### src/rtl/timer_pkg.sv
// Shared encodings for the stopwatch/countdown timer: FSM states, ctrl bit
// positions and count-direction constants.
package timer_pkg;

  typedef enum logic [1:0] {
    ST_IDLE  = 2'b00,
    ST_RUN   = 2'b01,
    ST_PAUSE = 2'b10,
    ST_DONE  = 2'b11
  } state_t;

  localparam int unsigned CTRL_START = 0;
  localparam int unsigned CTRL_STOP  = 1;
  localparam int unsigned CTRL_PAUSE = 2;

  localparam logic MODE_UP   = 1'b0;
  localparam logic MODE_DOWN = 1'b1;

endpackage

### src/rtl/tick_prescaler.sv
// Divides clk by CLK_DIV while enabled; wrap_now flags the last cycle of each
// period so the owner can update its seconds count on that edge.
module tick_prescaler #(
  parameter int unsigned CLK_DIV = 50_000_000
) (
  input  logic clk,
  input  logic rst,
  input  logic clr,
  input  logic en,
  output logic wrap_now
);

  localparam int unsigned    CNT_W    = $clog2(CLK_DIV);
  localparam logic [CNT_W-1:0] CNT_LAST = CNT_W'(CLK_DIV - 1);

  logic [CNT_W-1:0] count;

  assign wrap_now = en && (count == CNT_LAST);

  always_ff @(posedge clk) begin
    if (rst || clr) begin
      count <= '0;
    end else if (wrap_now) begin
      count <= '0;
    end else if (en) begin
      count <= count + CNT_W'(1);
    end
  end

endmodule

### src/rtl/stopwatch_timer.sv
// Seconds stopwatch / countdown timer with preset load and status pulses.
// Optional lap capture (lap, lap_sec, lap_valid) is built when LAP_CAPTURE_EN is defined.
module stopwatch_timer
  import timer_pkg::*;
#(
  parameter int unsigned CLK_DIV = 50_000_000,
  parameter int unsigned SEC_W   = 16,
  parameter int unsigned SEC_MAX = 2**SEC_W - 1
) (
  input  logic             clk,
  input  logic             rst,
  input  logic [2:0]       ctrl,
  input  logic             mode,
  input  logic             load,
  input  logic [SEC_W-1:0] load_val,
  output logic [SEC_W-1:0] sec,
  output logic             tick,
  output logic             running,
  output logic             done,
  output logic             wrap
`ifdef LAP_CAPTURE_EN
  ,
  input  logic             lap,
  output logic [SEC_W-1:0] lap_sec,
  output logic             lap_valid
`endif
);

  localparam logic [SEC_W-1:0] SEC_MAX_V = SEC_W'(SEC_MAX);
  localparam logic [SEC_W-1:0] SEC_ONE   = SEC_W'(1);

  state_t           state, state_next;
  logic [SEC_W-1:0] sec_next;
  logic             mode_q, mode_next, mode_eff;
  logic             tick_next, done_next, wrap_next;
  logic             start, stop, pause, stop_take;
  logic             pre_en, pre_clr, pre_wrap;

  assign start     = ctrl[CTRL_START];
  assign stop      = ctrl[CTRL_STOP];
  assign pause     = ctrl[CTRL_PAUSE];
  assign stop_take = stop && !start;

  // Start has priority, so a start seen in RUN keeps the prescaler advancing
  // even when stop/pause are raised alongside it.
  assign pre_en = (state == ST_RUN) && (start || !(stop || pause));

  tick_prescaler #(
    .CLK_DIV (CLK_DIV)
  ) u_prescaler (
    .clk      (clk),
    .rst      (rst),
    .clr      (pre_clr),
    .en       (pre_en),
    .wrap_now (pre_wrap)
  );

  always_ff @(posedge clk) begin
    if (rst) begin
      state <= ST_IDLE;
    end else begin
      state <= state_next;
    end
  end

  always_comb begin
    state_next = state;
    sec_next   = sec;
    mode_next  = mode_q;
    tick_next  = 1'b0;
    done_next  = 1'b0;
    wrap_next  = 1'b0;
    pre_clr    = 1'b0;
    mode_eff   = (state == ST_PAUSE) ? mode_q : mode;

    if (start) begin
      if (state != ST_RUN && !(mode_eff == MODE_DOWN && sec == '0)) begin
        state_next = ST_RUN;
        mode_next  = mode_eff;
        pre_clr    = (state != ST_PAUSE);
      end
    end else if (stop) begin
      state_next = ST_IDLE;
      sec_next   = '0;
      pre_clr    = 1'b1;
    end else if (pause) begin
      if (state == ST_RUN) begin
        state_next = ST_PAUSE;
      end
    end else if (load && state != ST_RUN) begin
      sec_next = load_val;
      pre_clr  = 1'b1;
      if (state == ST_DONE) begin
        state_next = ST_IDLE;
      end
    end

    // pre_wrap implies RUN with the prescaler enabled, so no branch above
    // has touched sec_next in that case.
    if (pre_wrap) begin
      tick_next = 1'b1;
      if (mode_q == MODE_UP) begin
        if (sec == SEC_MAX_V) begin
          sec_next  = '0;
          wrap_next = 1'b1;
        end else begin
          sec_next = sec + SEC_ONE;
        end
      end else if (sec != '0) begin
        sec_next = sec - SEC_ONE;
        if (sec == SEC_ONE) begin
          done_next  = 1'b1;
          state_next = ST_DONE;
        end
      end
    end
  end

  always_ff @(posedge clk) begin
    if (rst) begin
      sec     <= '0;
      mode_q  <= MODE_UP;
      tick    <= 1'b0;
      done    <= 1'b0;
      wrap    <= 1'b0;
      running <= 1'b0;
    end else begin
      sec     <= sec_next;
      mode_q  <= mode_next;
      tick    <= tick_next;
      done    <= done_next;
      wrap    <= wrap_next;
      running <= (state_next == ST_RUN);
    end
  end

`ifdef LAP_CAPTURE_EN
  always_ff @(posedge clk) begin
    if (rst || stop_take) begin
      lap_sec   <= '0;
      lap_valid <= 1'b0;
    end else if (lap && state == ST_RUN) begin
      lap_sec   <= sec;
      lap_valid <= 1'b1;
    end
  end
`endif

endmodule
### config.mk
export PLATFORM = sky130hd
export DESIGN_NAME = stopwatch_timer
export DESIGN_NICKNAME = d
export VERILOG_FILES = /design/src/rtl/timer_pkg.sv /design/src/rtl/tick_prescaler.sv /design/src/rtl/stopwatch_timer.sv
export SDC_FILE = /design/constraint.sdc
export NUM_CORES = 1
export LEC_CHECK = 0
export ABC_CLOCK_PERIOD_IN_PS = 9700
export CAP_MARGIN = 25
export CORE_UTILIZATION = 55
export CTS_CLUSTER_SIZE = 16
export DETAILED_ROUTE_END_ITERATION = 16
export HOLD_SLACK_MARGIN = 0.1
export MAX_ROUTING_LAYER = met4
export PLACE_DENSITY = 0.91
export SLEW_MARGIN = 10
export SYNTH_ARGS = -nofsm -noshare
export SYNTH_HDL_FRONTEND = slang
export SYNTH_HIERARCHICAL = 1
export SYNTH_SLANG_ARGS = --single-unit
### constraint.sdc
create_clock -name clk -period 9.7 [get_ports clk]
set_input_delay 2.91 -clock clk [delete_from_list [all_inputs] [get_ports clk]]
set_output_delay 2.91 -clock clk [all_outputs]
set_load 0.03 [all_outputs]
# Word-level counts from Yosys, hierarchy flattened
# Index checks and enable logic that the tools add are counted.
totals:
  reg_bits: 49
  in_bits: 23
  output_inout_bits: 20
  wordCells: 67
op_classes:
  add_sub_neg: 3
  eq_ne: 9
  n_mux: 28
  bitwise_logic: 3
  n_reduce_logical: 16
ops:
  columns: ["cell", "count"]
  rows:
  - ["$mux 16", 8]
  - ["$add 26x1->26 const B", 1]
  - ["$eq 26x26->1 const B", 1]
  - ["$mux 2", 11]
  - ["$add 16x1->16 const B", 1]
  - ["$eq 16x1->1 const B", 1]
  - ["$eq 16x16->1 const B", 1]
  - ["$logic_not 16->1", 1]
  - ["$reduce_bool 16->1", 1]
  - ["$sub 16x1->16 const B", 1]
  - ["$mux 1", 9]
  - ["$logic_and 1x1->1", 5]
  - ["$eq 2x1->1 const B", 2]
  - ["$eq 2x2->1 const B", 2]
  - ["$reduce_or 4->1", 1]
  - ["$logic_or 1x1->1", 3]
  - ["$not 1->1", 3]
  - ["$reduce_or 3->1", 1]
  - ["$logic_not 1->1", 2]
  - ["$ne 2x1->1 const B", 1]
  - ["$ne 2x2->1 const B", 1]
  - ["$reduce_and 2->1", 1]
  - ["$reduce_or 2->1", 1]

# Depth between registers and ports, before layout
# Gate-level depths: netlist (run 1).
depth:
  word_depth: 12
  ltp_mapped: 14
  mapped_depth_nobuf: 11

# By module
# Netlist (run 1), hierarchy kept.
by_module_without_submodules:
  columns: ["module", "instances", "cells_per_inst", "area_each_um2", "seq_area_each_um2"]
  rows:
  - ["stopwatch_timer", 1, 248, 1906.8, 460.4]
  - ["tick_prescaler", 1, 142, 1307.5, 520.5]

# Worst setup path after synthesis (run 1)
# OpenSTA, ideal clock, no wires.
synth_path:
  kind: "input to register"
  start: "in ctrl[0]"
  end: "reg sec[13]"
  arrival_time_ns: 5.282
  required_time_ns: 9.623
  setup_slack_ns: 4.341
  stages: 13
  path_cell_list: "clkbuf_1 > o21a_1 > and3_2 > nand3_1 > nor3_1 > clkbuf_1 > nand2b_1 > clkbuf_1 > inv_1 > nand2_1 > a21o_1 > o221a_2 > o22ai_1"
synth_between:
  elab_chain_len: 4
  elab_cells_between_ends: 7
  cone_classes: "4 x mux; 3 x reduce/logical"
synth_rtl:
  columns: ["item", "line_no", "rtl"]
  rows:
  - ["start: declaration", "stopwatch_timer.sv:12", "input logic [2:0] ctrl,"]
  - ["$logic_or 1x1->1", "stopwatch_timer.sv:46", "assign pre_en = (state == ST_RUN) && (start || !(stop || pause));"]
  - ["$logic_and 1x1->1", "stopwatch_timer.sv:46", null]
  - ["named net pre_en", "stopwatch_timer.sv:37", "logic pre_en, pre_clr, pre_wrap;"]
  - ["$logic_and 1x1->1", "tick_prescaler.sv:18", "assign wrap_now = en && (count == CNT_LAST);"]
  - ["named net pre_wrap", "stopwatch_timer.sv:37", null]
  - ["$mux 16", "stopwatch_timer.sv:100", "if (pre_wrap) begin"]
  - ["end signal: assignment", "stopwatch_timer.sv:128", "sec <= sec_next;"]
  - ["end: declaration", "stopwatch_timer.sv:16", "output logic [SEC_W-1:0] sec,"]
# The timed path passes the listed nets, and every way through them passes these cells.
# A chain may end at the register's enable or synchronous reset.

# Worst setup path in the final report (run 1)
layout_path:
  start: "in ctrl[0]"
  end: "reg sec[10]"
# The elaborated chain is that of the path after synthesis.

==> qor.yml, run 1 <==
floorplan:
  initial_core_util_pct: 57.7
  die_h_um: 78.4
  die_w_um: 78.4
  rows: 27
  core_um2: 5570
  die_area_um2: 6150
  io_pins: 43
logic_synthesis:
  synth_cell_types: 68
  yosysWarningCount: 6
  synthArstFlopShare_pct: 0
  syn_area_um2: 3210
  synth_area_leaders: "dfxtp_1 (31%), a21oi_1 (3.9%), nor2_1 (3.4%)"
  synth.avg_cell_area_um2: 8.24
  synthFlopType: "dfxtp_1"
  yosysSeqAreaShare_pct: 30.5
  yosys.area.top_type: "dfxtp_1"
  synth-edff-count: 0
  netlist_instances: 390
  synth_top_area_share_pct: 30.5
  synth_nets: 417
  ys_ff_latch: 49
cells_and_area:
  final_core_utilization_pct: 66.7
  finalNetCount: 445
  final_layout_size_suffix_gt1_share_pct: 9.07
  antenna_cells: 0
  areaGrowthSynthToFinish_pct: 15.7
setup_path:
  reg2reg_from: "state[0]"
  critPathLaunchType: "input pin"
  worst_r2r_path_depth: 11
  max_stage_delay_ns: 0.73
  cp.arrival_ns: 6.60
  end_kind: "flip-flop"
  critical-path-top-delay-family: "simple AND/OR/NAND/NOR gates"
  worst-setup-path-type: "input pin to flip-flop"
  crit_fanout: 9
  cp-endpoint: "sec[10]"
  r2r_slack_ns: 5.78
  slowest_stage: "nor3_1"
  crit_cells: 11
  critical_path.cell_chain: "clkdlybuf4s50_1 > o21a_1 > and3_2 > nand3_1 > nor3_1 > nand2b_1 > inv_1 > nand2_1 > a21oi_1 > a221oi_1 > o22ai_1"
  crit_buf_inv: 2
  required_ns: 9.95
  crit_start: "ctrl[0]"
  r2r_end: "sec[10]"
drt:
  num_vias: 3279
  wl_per_cell_um: 17.1
  dr.pass1.iters: 6
  drc: 0
  first_iter_violations: 479
  postRouteWirelength_mm: 8.41
  ant_nets: 0
  via_per_inst: 6.68
clocking:
  path_clk_slew_ns: 0.10
  clock-sinks: 49
  clk_latency_ns: 0.32
  h-tree-depth: 2
  cts_made_buffers: 5
  cts_resized: 0
  cts_tree: "done"
  postCtsHoldBufs: 0
  post_cts_buffers: 0
  cts.path.max_buffers: 2
  cts-root-buf: "clkbuf_8"
sta:
  min_period_over_period_pct: 65.5
  skew_ns: 0.00419
  finalSetupTns_ns: 0
  relSlewSlack_pct: 34.8
  clock.fmax_mhz: 157
  drv_slew: 0
  setup_slack_ns: 3.35
  setup_viol_count_final: 0
  tightestPinTransition_ns: 0.978
  rsz0062_at_grt: "false"
  fin_hold_ws_ns: 0.493
  period_minus_slack_ns: 6.35
  hold_viol: 0
status:
  status: "complete, no violations"
global_routing:
  grt_pass1_vias: 3123
  antenna_found_initial: 0
  grt_usage_pct: 29.8
  grt_max_degree: 26
  grt_first_pass_wirelength_mm: 14.3
  overflow: 0
power_and_ir_drop:
  peakVddDrop_mv: 0.123
  leakagePower_nw: 1.22
  p_sw_share_pct: 37.4
  p_sw_mw: 0.211
  combinationalPowerShare_pct: 32.3
  powerDensity_nw_per_um2: 151
  sequentialPowerShare_pct: 43.3
  internal_power_mw: 0.352
  clockPowerShare_pct: 24.4
placement:
  hpwlAfterDp_mm: 6.01
  io_buffers: 42
  place.gp.congestion: 0.951
  pre_cts_ws_ns: 3.14
min_path:
  worstHoldStart: "u_prescaler/count[23]"
  hold_path_class: "flip-flop to flip-flop"
job:
  max_cap_viol_count: 0
sequential cells by signal, indices dropped and copies added (netlist names):
register,flops
tick,1
u_prescaler/count,26
state,2
mode_q,1
running,1
done,1
wrap,1
sec,16
power by group through the flow:
stage               Combinational [mW]  Sequential, mW  Clock, mW
floorplan                        0.120           0.250          0
global placement                 0.174           0.246          0
detailed placement               0.178           0.247          0
CTS                              0.178           0.242      0.137
global route                     0.198           0.247      0.143
finish                           0.182           0.243      0.137
worst min-delay path, delay by kind of cell (launching register included):
| family | cells | cell delay, ns |
|---|---|---|
| AOI/OAI and AO/OA | 2 | 0.11 |
| DFF | 1 | 0.34 |
cell usage after synthesis (5+ instances only):
master and count:
mux2i_1 6, or4_1 11, o21ai_0 15, dfxtp_1 49
nand2_1 28, o22ai_1 10, buf_2 6, or3_1 6
nor4_1 7, and3_1 7, nand3_1 19, a221oi_1 10
xnor2_1 8, nand4_1 8, or4_4 5, nor3_1 10
a21oi_1 25, a22oi_1 11, inv_1 15, xor2_1 7
nor2_1 29, o31ai_1 10, clkbuf_1 11
cell type report:
class / instances / area [um^2]
clock buffer: 6 / 82.6
tap: 72 / 90.1
clock inverter: 2 / 17.5
sequential: 49 / 981
multi-input combinational: 303 / 2060
timing repair buffer: 44 / 433
fill: 445 / 1850
inverter: 15 / 56.3
layout by cell type, fill, tap and decap left out, types with 10 or more instances in the layout:
cell	instances
a22oi_1	11
clkdlybuf4s50_1	42
nand2_1	28
nor2_1	29
nor3_1	10
a221oi_1	10
or4_1	11
o21ai_0	15
inv_1	15
a21oi_1	25
nand3_1	19
dfxtp_1	49
o31ai_1	10
o22ai_1	10
how the worst min path moves through the flow:
| stage | cells after the start | endpoint |
|---|---|---|
| after global placement | 2 | u_prescaler/count[23] |
| after floorplan | 2 | u_prescaler/count[23] |
| after detailed placement | 2 | u_prescaler/count[23] |
| final | 2 | u_prescaler/count[23] |
| after CTS | 2 | u_prescaler/count[23] |
| after global routing | 2 | u_prescaler/count[23] |
metal layers:
layer,part of all wire (%),track usage [%],up-vias
met5,0,-,-
met4,2.3,13.0,0
met3,7.2,4.77,25
met2,48,48.3,172
met1,42,36.5,1510
li1,-,-,1572
kinds of logic (layout without fill, tap and decap cells):
family	after synthesis	count (layout)	synth area share, %
and+or+nand+nor	165	165	31.0
AOI/OAI and AO/OA	111	111	24.9
DFF	49	49	30.5
buffers and inverters	38	67	5.41
xor gates and xnor gates	15	15	4.09
muxes	8	8	2.57
adders and majority gates	4	4	1.56
stage by stage:
stage                     total power [mW]  cells  instance area (um^2)
final                                0.563    491                  3720
after global routing                 0.588    491                  3720
after CTS                            0.557    490                  3710
after detailed placement             0.424    482                  3610
after global placement               0.420    482                  3610
after floorplan                      0.370    390                  3210
(Power assumes the default switching activity.)
==> run 2, diff against run 1 <==
ABC_CLOCK_PERIOD_IN_PS = 5310   (was 9700)
CORE_UTILIZATION = 50   (was 55)
PLACE_DENSITY = 0.87   (was 0.91)
clock period = 5.31 ns   (was 9.7 ns; I/O delays follow)
==> qor.yml, run 2 (same netlist as run 1, synthesis figures left out) <==
power_and_ir_drop:
  peakVddDrop_mv: 0.222
  powerDensity_nw_per_um2: 282
  leakagePower_nw: 1.23
  p_total_mw: 1.06
sta:
  rsz0062_at_grt: "false"
  drv_slew: 0
  min_period_over_period_pct: 86.1
  period_minus_slack_ns: 4.57
  relSlewSlack_pct: 32.2
  skew_ns: 0.00628
  finalSetupTns_ns: 0
  tightestPinTransition_ns: 1.02
  fin_hold_ws_ns: 0.496
  setup_viol_count_final: 0
  hold_viol: 0
  clock.fmax_mhz: 219
placement:
  dp_cells: 487
  place.gp.congestion: 0.944
  io_buffers: 42
  hpwlAfterDp_mm: 6.43
setup_path:
  slowest_stage: "clkdlybuf4s50_1"
  end_kind: "flip-flop"
  r2r_end: "sec[15]"
  r2r_slack_ns: 1.82
  max_stage_delay_ns: 0.60
  reg2reg_from: "state[0]"
  critical_path.cell_chain: "clkdlybuf4s50_1 > o21a_1 > and3_2 > nand3_1 > nor3_1 > buf_4 > nand2b_1 > inv_1 > nand2_1 > a21oi_1 > a221oi_1 > o22ai_1"
  crit_fanout: 9
  worst-setup-path-type: "input pin to flip-flop"
  worst_r2r_path_depth: 12
  required_ns: 5.54
  critPathLaunchType: "input pin"
  cp.arrival_ns: 4.81
  critical-path-top-delay-family: "simple AND/OR/NAND/NOR gates"
  crit_buf_inv: 3
floorplan:
  die_w_um: 82.2
  rows: 28
  core_um2: 6060
  die_h_um: 82.2
  die_area_um2: 6750
  initial_core_util_pct: 53.0
  io_pins: 43
global_routing:
  overflow: 0
  grt_pass1_vias: 3087
  antenna_found_initial: 0
  grt_max_degree: 26
  grt_first_pass_wirelength_mm: 14.2
  grt_usage_pct: 28.1
drt:
  first_iter_violations: 284
  drc: 0
  ant_nets: 0
  dr.pass1.iters: 6
  postRouteWirelength_mm: 8.85
  num_vias: 3268
  via_per_inst: 6.60
  wl_per_cell_um: 17.9
cells_and_area:
  regArea_um2: 981
  filler_cell_count: 547
  antenna_cells: 0
  largest_reg_flops: 26
  regMostFlops: "u_prescaler/count"
  most-common-layout-cells: "dfxtp_1 (49), clkdlybuf4s50_1 (42), nor2_1 (29)"
  final_cells: 495
  finalNetCount: 446
  areaGrowthSynthToFinish_pct: 16.7
  final_layout_size_suffix_gt1_share_pct: 9.29
  mostFrequentLayoutCell: "dfxtp_1"
  multi_input_area_um2: 2060
  reg_top3: "u_prescaler/count: 26 flops, sec: 16 flops, state: 2 flops"
clocking:
  cts_tree: "done"
  clk_latency_ns: 0.31
  clock-sinks: 49
  cts-root-buf: "clkbuf_8"
  postCtsHoldBufs: 0
  path_clk_slew_ns: 0.09
  cts_made_buffers: 5
  cts.path.max_buffers: 2
  h-tree-depth: 2
  post_cts_buffers: 0
  cts_resized: 0
job:
  max_cap_viol_count: 0
min_path:
  worstHoldStart: "u_prescaler/count[23]"
  whs_endpoint: "u_prescaler/count[23]"
  hold_path_class: "flip-flop to flip-flop"
  min_path_cells: 2
status:
  status: "complete, no violations"
[run 2: report_power, final]
part / total, mW / internal [mW] / switching, mW
Combinational: 0.337 / 0.146 / 0.191
Sequential: 0.444 / 0.390 / 0.0545
Clock: 0.277 / 0.144 / 0.133
Total: 1.06 / 0.679 / 0.379
[run 2: worst register-to-register path, stage by stage (launching register included)]
cell      delay, ns
dfxtp_1        0.39
nor2b_1        0.40
o21a_1         0.32
and3_2         0.28
nand3_1        0.20
nor3_1         0.27
buf_4          0.20
nand2b_1       0.23
inv_1          0.25
nand2_1        0.12
a21oi_1        0.43
a221oi_1       0.18
o22ai_1        0.14
[run 2: per-layer routing]
layer / wire length, um / vias to the layer above / track usage, %
met2: 4370 / 129 / 46.6
met4: 337 / 0 / 15.6
met3: 532 / 32 / 5.05
met5: 0 / - / -
li1: - / 1562 / -
met1: 3610 / 1545 / 31.8
[run 2: metrics by stage]
step | utilization [%] | setup WS (ns) | area (um^2)
after floorplan | - | 1.27 | 3210
after global placement | 60.0 | 0.676 | 3630
after detailed placement | 60.0 | 0.493 | 3630
after CTS | 61.9 | 0.797 | 3750
after global routing | 61.9 | 0.471 | 3750
final | 61.9 | 0.736 | 3750
[run 2: worst max-delay path by stage]
stage / endpoint / cells after the start / slack (ns) / start
4_1_cts: sec[11] / 12 / 0.80 / ctrl[0]
2_1_floorplan: sec[13] / 13 / 1.27 / ctrl[0]
3_3_place_gp: sec[15] / 12 / 0.68 / ctrl[0]
6_report: sec[15] / 12 / 0.74 / ctrl[0]
3_5_place_dp: sec[15] / 12 / 0.49 / ctrl[0]
5_1_grt: sec[11] / 12 / 0.47 / ctrl[0]
[run 2: layout make-up]
| cell class | count | area share (%) |
|---|---|---|
| repair buffers | 45 | 11.8 |
| clock buffers | 5 | 1.84 |
| clock inverters | 3 | 1.27 |
| well taps | 75 | 2.50 |
| multi-input cells | 303 | 54.9 |
| inverters | 15 | 1.50 |
| flip-flops and latches | 49 | 26.2 |
==> run 3, diff against run 2 <==
CELL_PAD_IN_SITES_DETAIL_PLACEMENT = 0   (was unset)
CELL_PAD_IN_SITES_GLOBAL_PLACEMENT = 1   (was unset)
CORE_ASPECT_RATIO = 0.8   (was unset)
CORE_UTILIZATION = 37   (was 50)
==> qor.yml, run 3 (same netlist as run 1, synthesis figures left out) <==
sta:
  min_period_over_period_pct: 86.8
  setup_slack_ns: 0.703
  hold_viol: 0
  clock.fmax_mhz: 217
  finalSetupTns_ns: 0
  setup_viol_count_final: 0
  drv_slew: 0
  skew_ns: 0.0101
  period_minus_slack_ns: 4.61
  rsz0062_at_grt: "false"
  tightestPinTransition_ns: 0.748
  relSlewSlack_pct: 49.8
placement:
  io_buffers: 42
  pre_cts_ws_ns: 0.465
  dp_cells: 524
  place.gp.congestion: 0.907
  hpwlAfterDp_mm: 6.64
cells_and_area:
  mostFrequentLayoutCell: "dfxtp_1"
  areaGrowthSynthToFinish_pct: 18.9
  antenna_cells: 0
  reg_top3: "u_prescaler/count: 26 flops, sec: 16 flops, state: 2 flops"
  most-common-layout-cells: "dfxtp_1 (49), clkdlybuf4s50_1 (42), nor2_1 (29)"
  final_cells: 533
  largest_reg_flops: 26
  finalNetCount: 447
  final_layout_size_suffix_gt1_share_pct: 9.50
  regMostFlops: "u_prescaler/count"
  filler_cell_count: 831
job:
  max_cap_viol_count: 0
power_and_ir_drop:
  combinationalPowerShare_pct: 30.4
  p_sw_mw: 0.388
  sequentialPowerShare_pct: 40.1
  peakVddDrop_mv: 0.165
  p_total_mw: 1.11
  powerDensity_nw_per_um2: 291
  leakagePower_nw: 1.24
  p_sw_share_pct: 34.9
  clockPowerShare_pct: 29.5
  internal_power_mw: 0.725
floorplan:
  die_w_um: 106
  rows: 30
  initial_core_util_pct: 38.1
  core_um2: 8450
  die_area_um2: 9070
  io_pins: 43
  die_h_um: 85.4
clocking:
  postCtsHoldBufs: 0
  cts-root-buf: "clkbuf_8"
  cts.path.max_buffers: 2
  clock-sinks: 49
  cts_made_buffers: 5
  clk_latency_ns: 0.31
  post_cts_buffers: 0
  cts_tree: "done"
  path_clk_slew_ns: 0.09
  cts_resized: 0
  h-tree-depth: 2
global_routing:
  grt_first_pass_wirelength_mm: 14.7
  antenna_found_initial: 0
  grt_usage_pct: 21.0
  grt_max_degree: 26
  overflow: 0
  grt_pass1_vias: 2836
setup_path:
  cp.arrival_ns: 4.84
  critPathLaunchType: "input pin"
  end_kind: "flip-flop"
  required_ns: 5.54
  crit_fanout: 9
  worst-setup-path-type: "input pin to flip-flop"
drt:
  ant_nets: 0
  via_per_inst: 6.10
  num_vias: 3253
  postRouteWirelength_mm: 9.06
  wl_per_cell_um: 17.0
  first_iter_violations: 249
  drc: 0
  dr.pass1.iters: 5
min_path:
  hold_path_class: "flip-flop to flip-flop"
status:
  status: "complete, no violations"
run 3: changes by cell type in the layout (fill, tap and decap cells not counted):
cell,change
inv_6,-1
clkbuf_2,+1
bufinv_16,+1
run 3: layer usage:
layer	vias up	global-route usage (%)	part of all wire (%)
li1	1568	-	-
met5	-	-	0
met4	0	6.44	1.4
met1	1544	31.7	51
met2	127	27.9	40
met3	14	3.46	7.8
run 3: path summary, 6_finish.rpt:
check	slack, ns	to	cells after the start	startpoint
worst max-delay path	0.70	sec[13]	12	ctrl[0]
worst min register to register	0.50	u_prescaler/count[25]	2	u_prescaler/count[25]
worst min-delay path	0.50	u_prescaler/count[25]	2	u_prescaler/count[25]
worst max register to register	1.80	sec[13]	12	state[0]
run 3: final cells by class:
cell class	instances	area (um^2)	share of cell area, %
clock inverter	3	68.8	1.80
inverter	15	56.3	1.47
sequential	49	981	25.7
multi-input combinational	303	2060	53.9
clock buffer	5	68.8	1.80
timing repair buffer	46	448	11.7
tap	112	140	3.67
run 3: stage by stage:
| step | hold WS [ns] | cell area [um^2] | utilization [%] |
|---|---|---|---|
| 2_1_floorplan | 0.452 | 3210 | - |
| 3_3_place_gp | 0.467 | 3680 | 43.6 |
| 3_5_place_dp | 0.487 | 3680 | 43.6 |
| 4_1_cts | 0.502 | 3820 | 45.2 |
| 5_1_grt | 0.527 | 3820 | 45.3 |
| 6_report | 0.498 | 3820 | 45.3 |
run 3: power groups by stage:
stage / clock network (mW) / logic (mW) / registers (mW)
after global placement: 0 / 0.328 / 0.451
final: 0.329 / 0.338 / 0.446
after global routing: 0.347 / 0.360 / 0.453
after floorplan: 0 / 0.219 / 0.456
after detailed placement: 0 / 0.329 / 0.454
after CTS: 0.336 / 0.331 / 0.445
run 3: worst max-delay path: stages:
cell             delay [ns]
clkdlybuf4s50_1        0.61
o21a_1                 0.29
and3_2                 0.29
nand3_1                0.19
nor3_1                 0.23
buf_4                  0.19
nand2b_1               0.24
inv_1                  0.28
nand2_1                0.13
a21oi_1                0.45
a221oi_1               0.19
o22ai_1                0.17
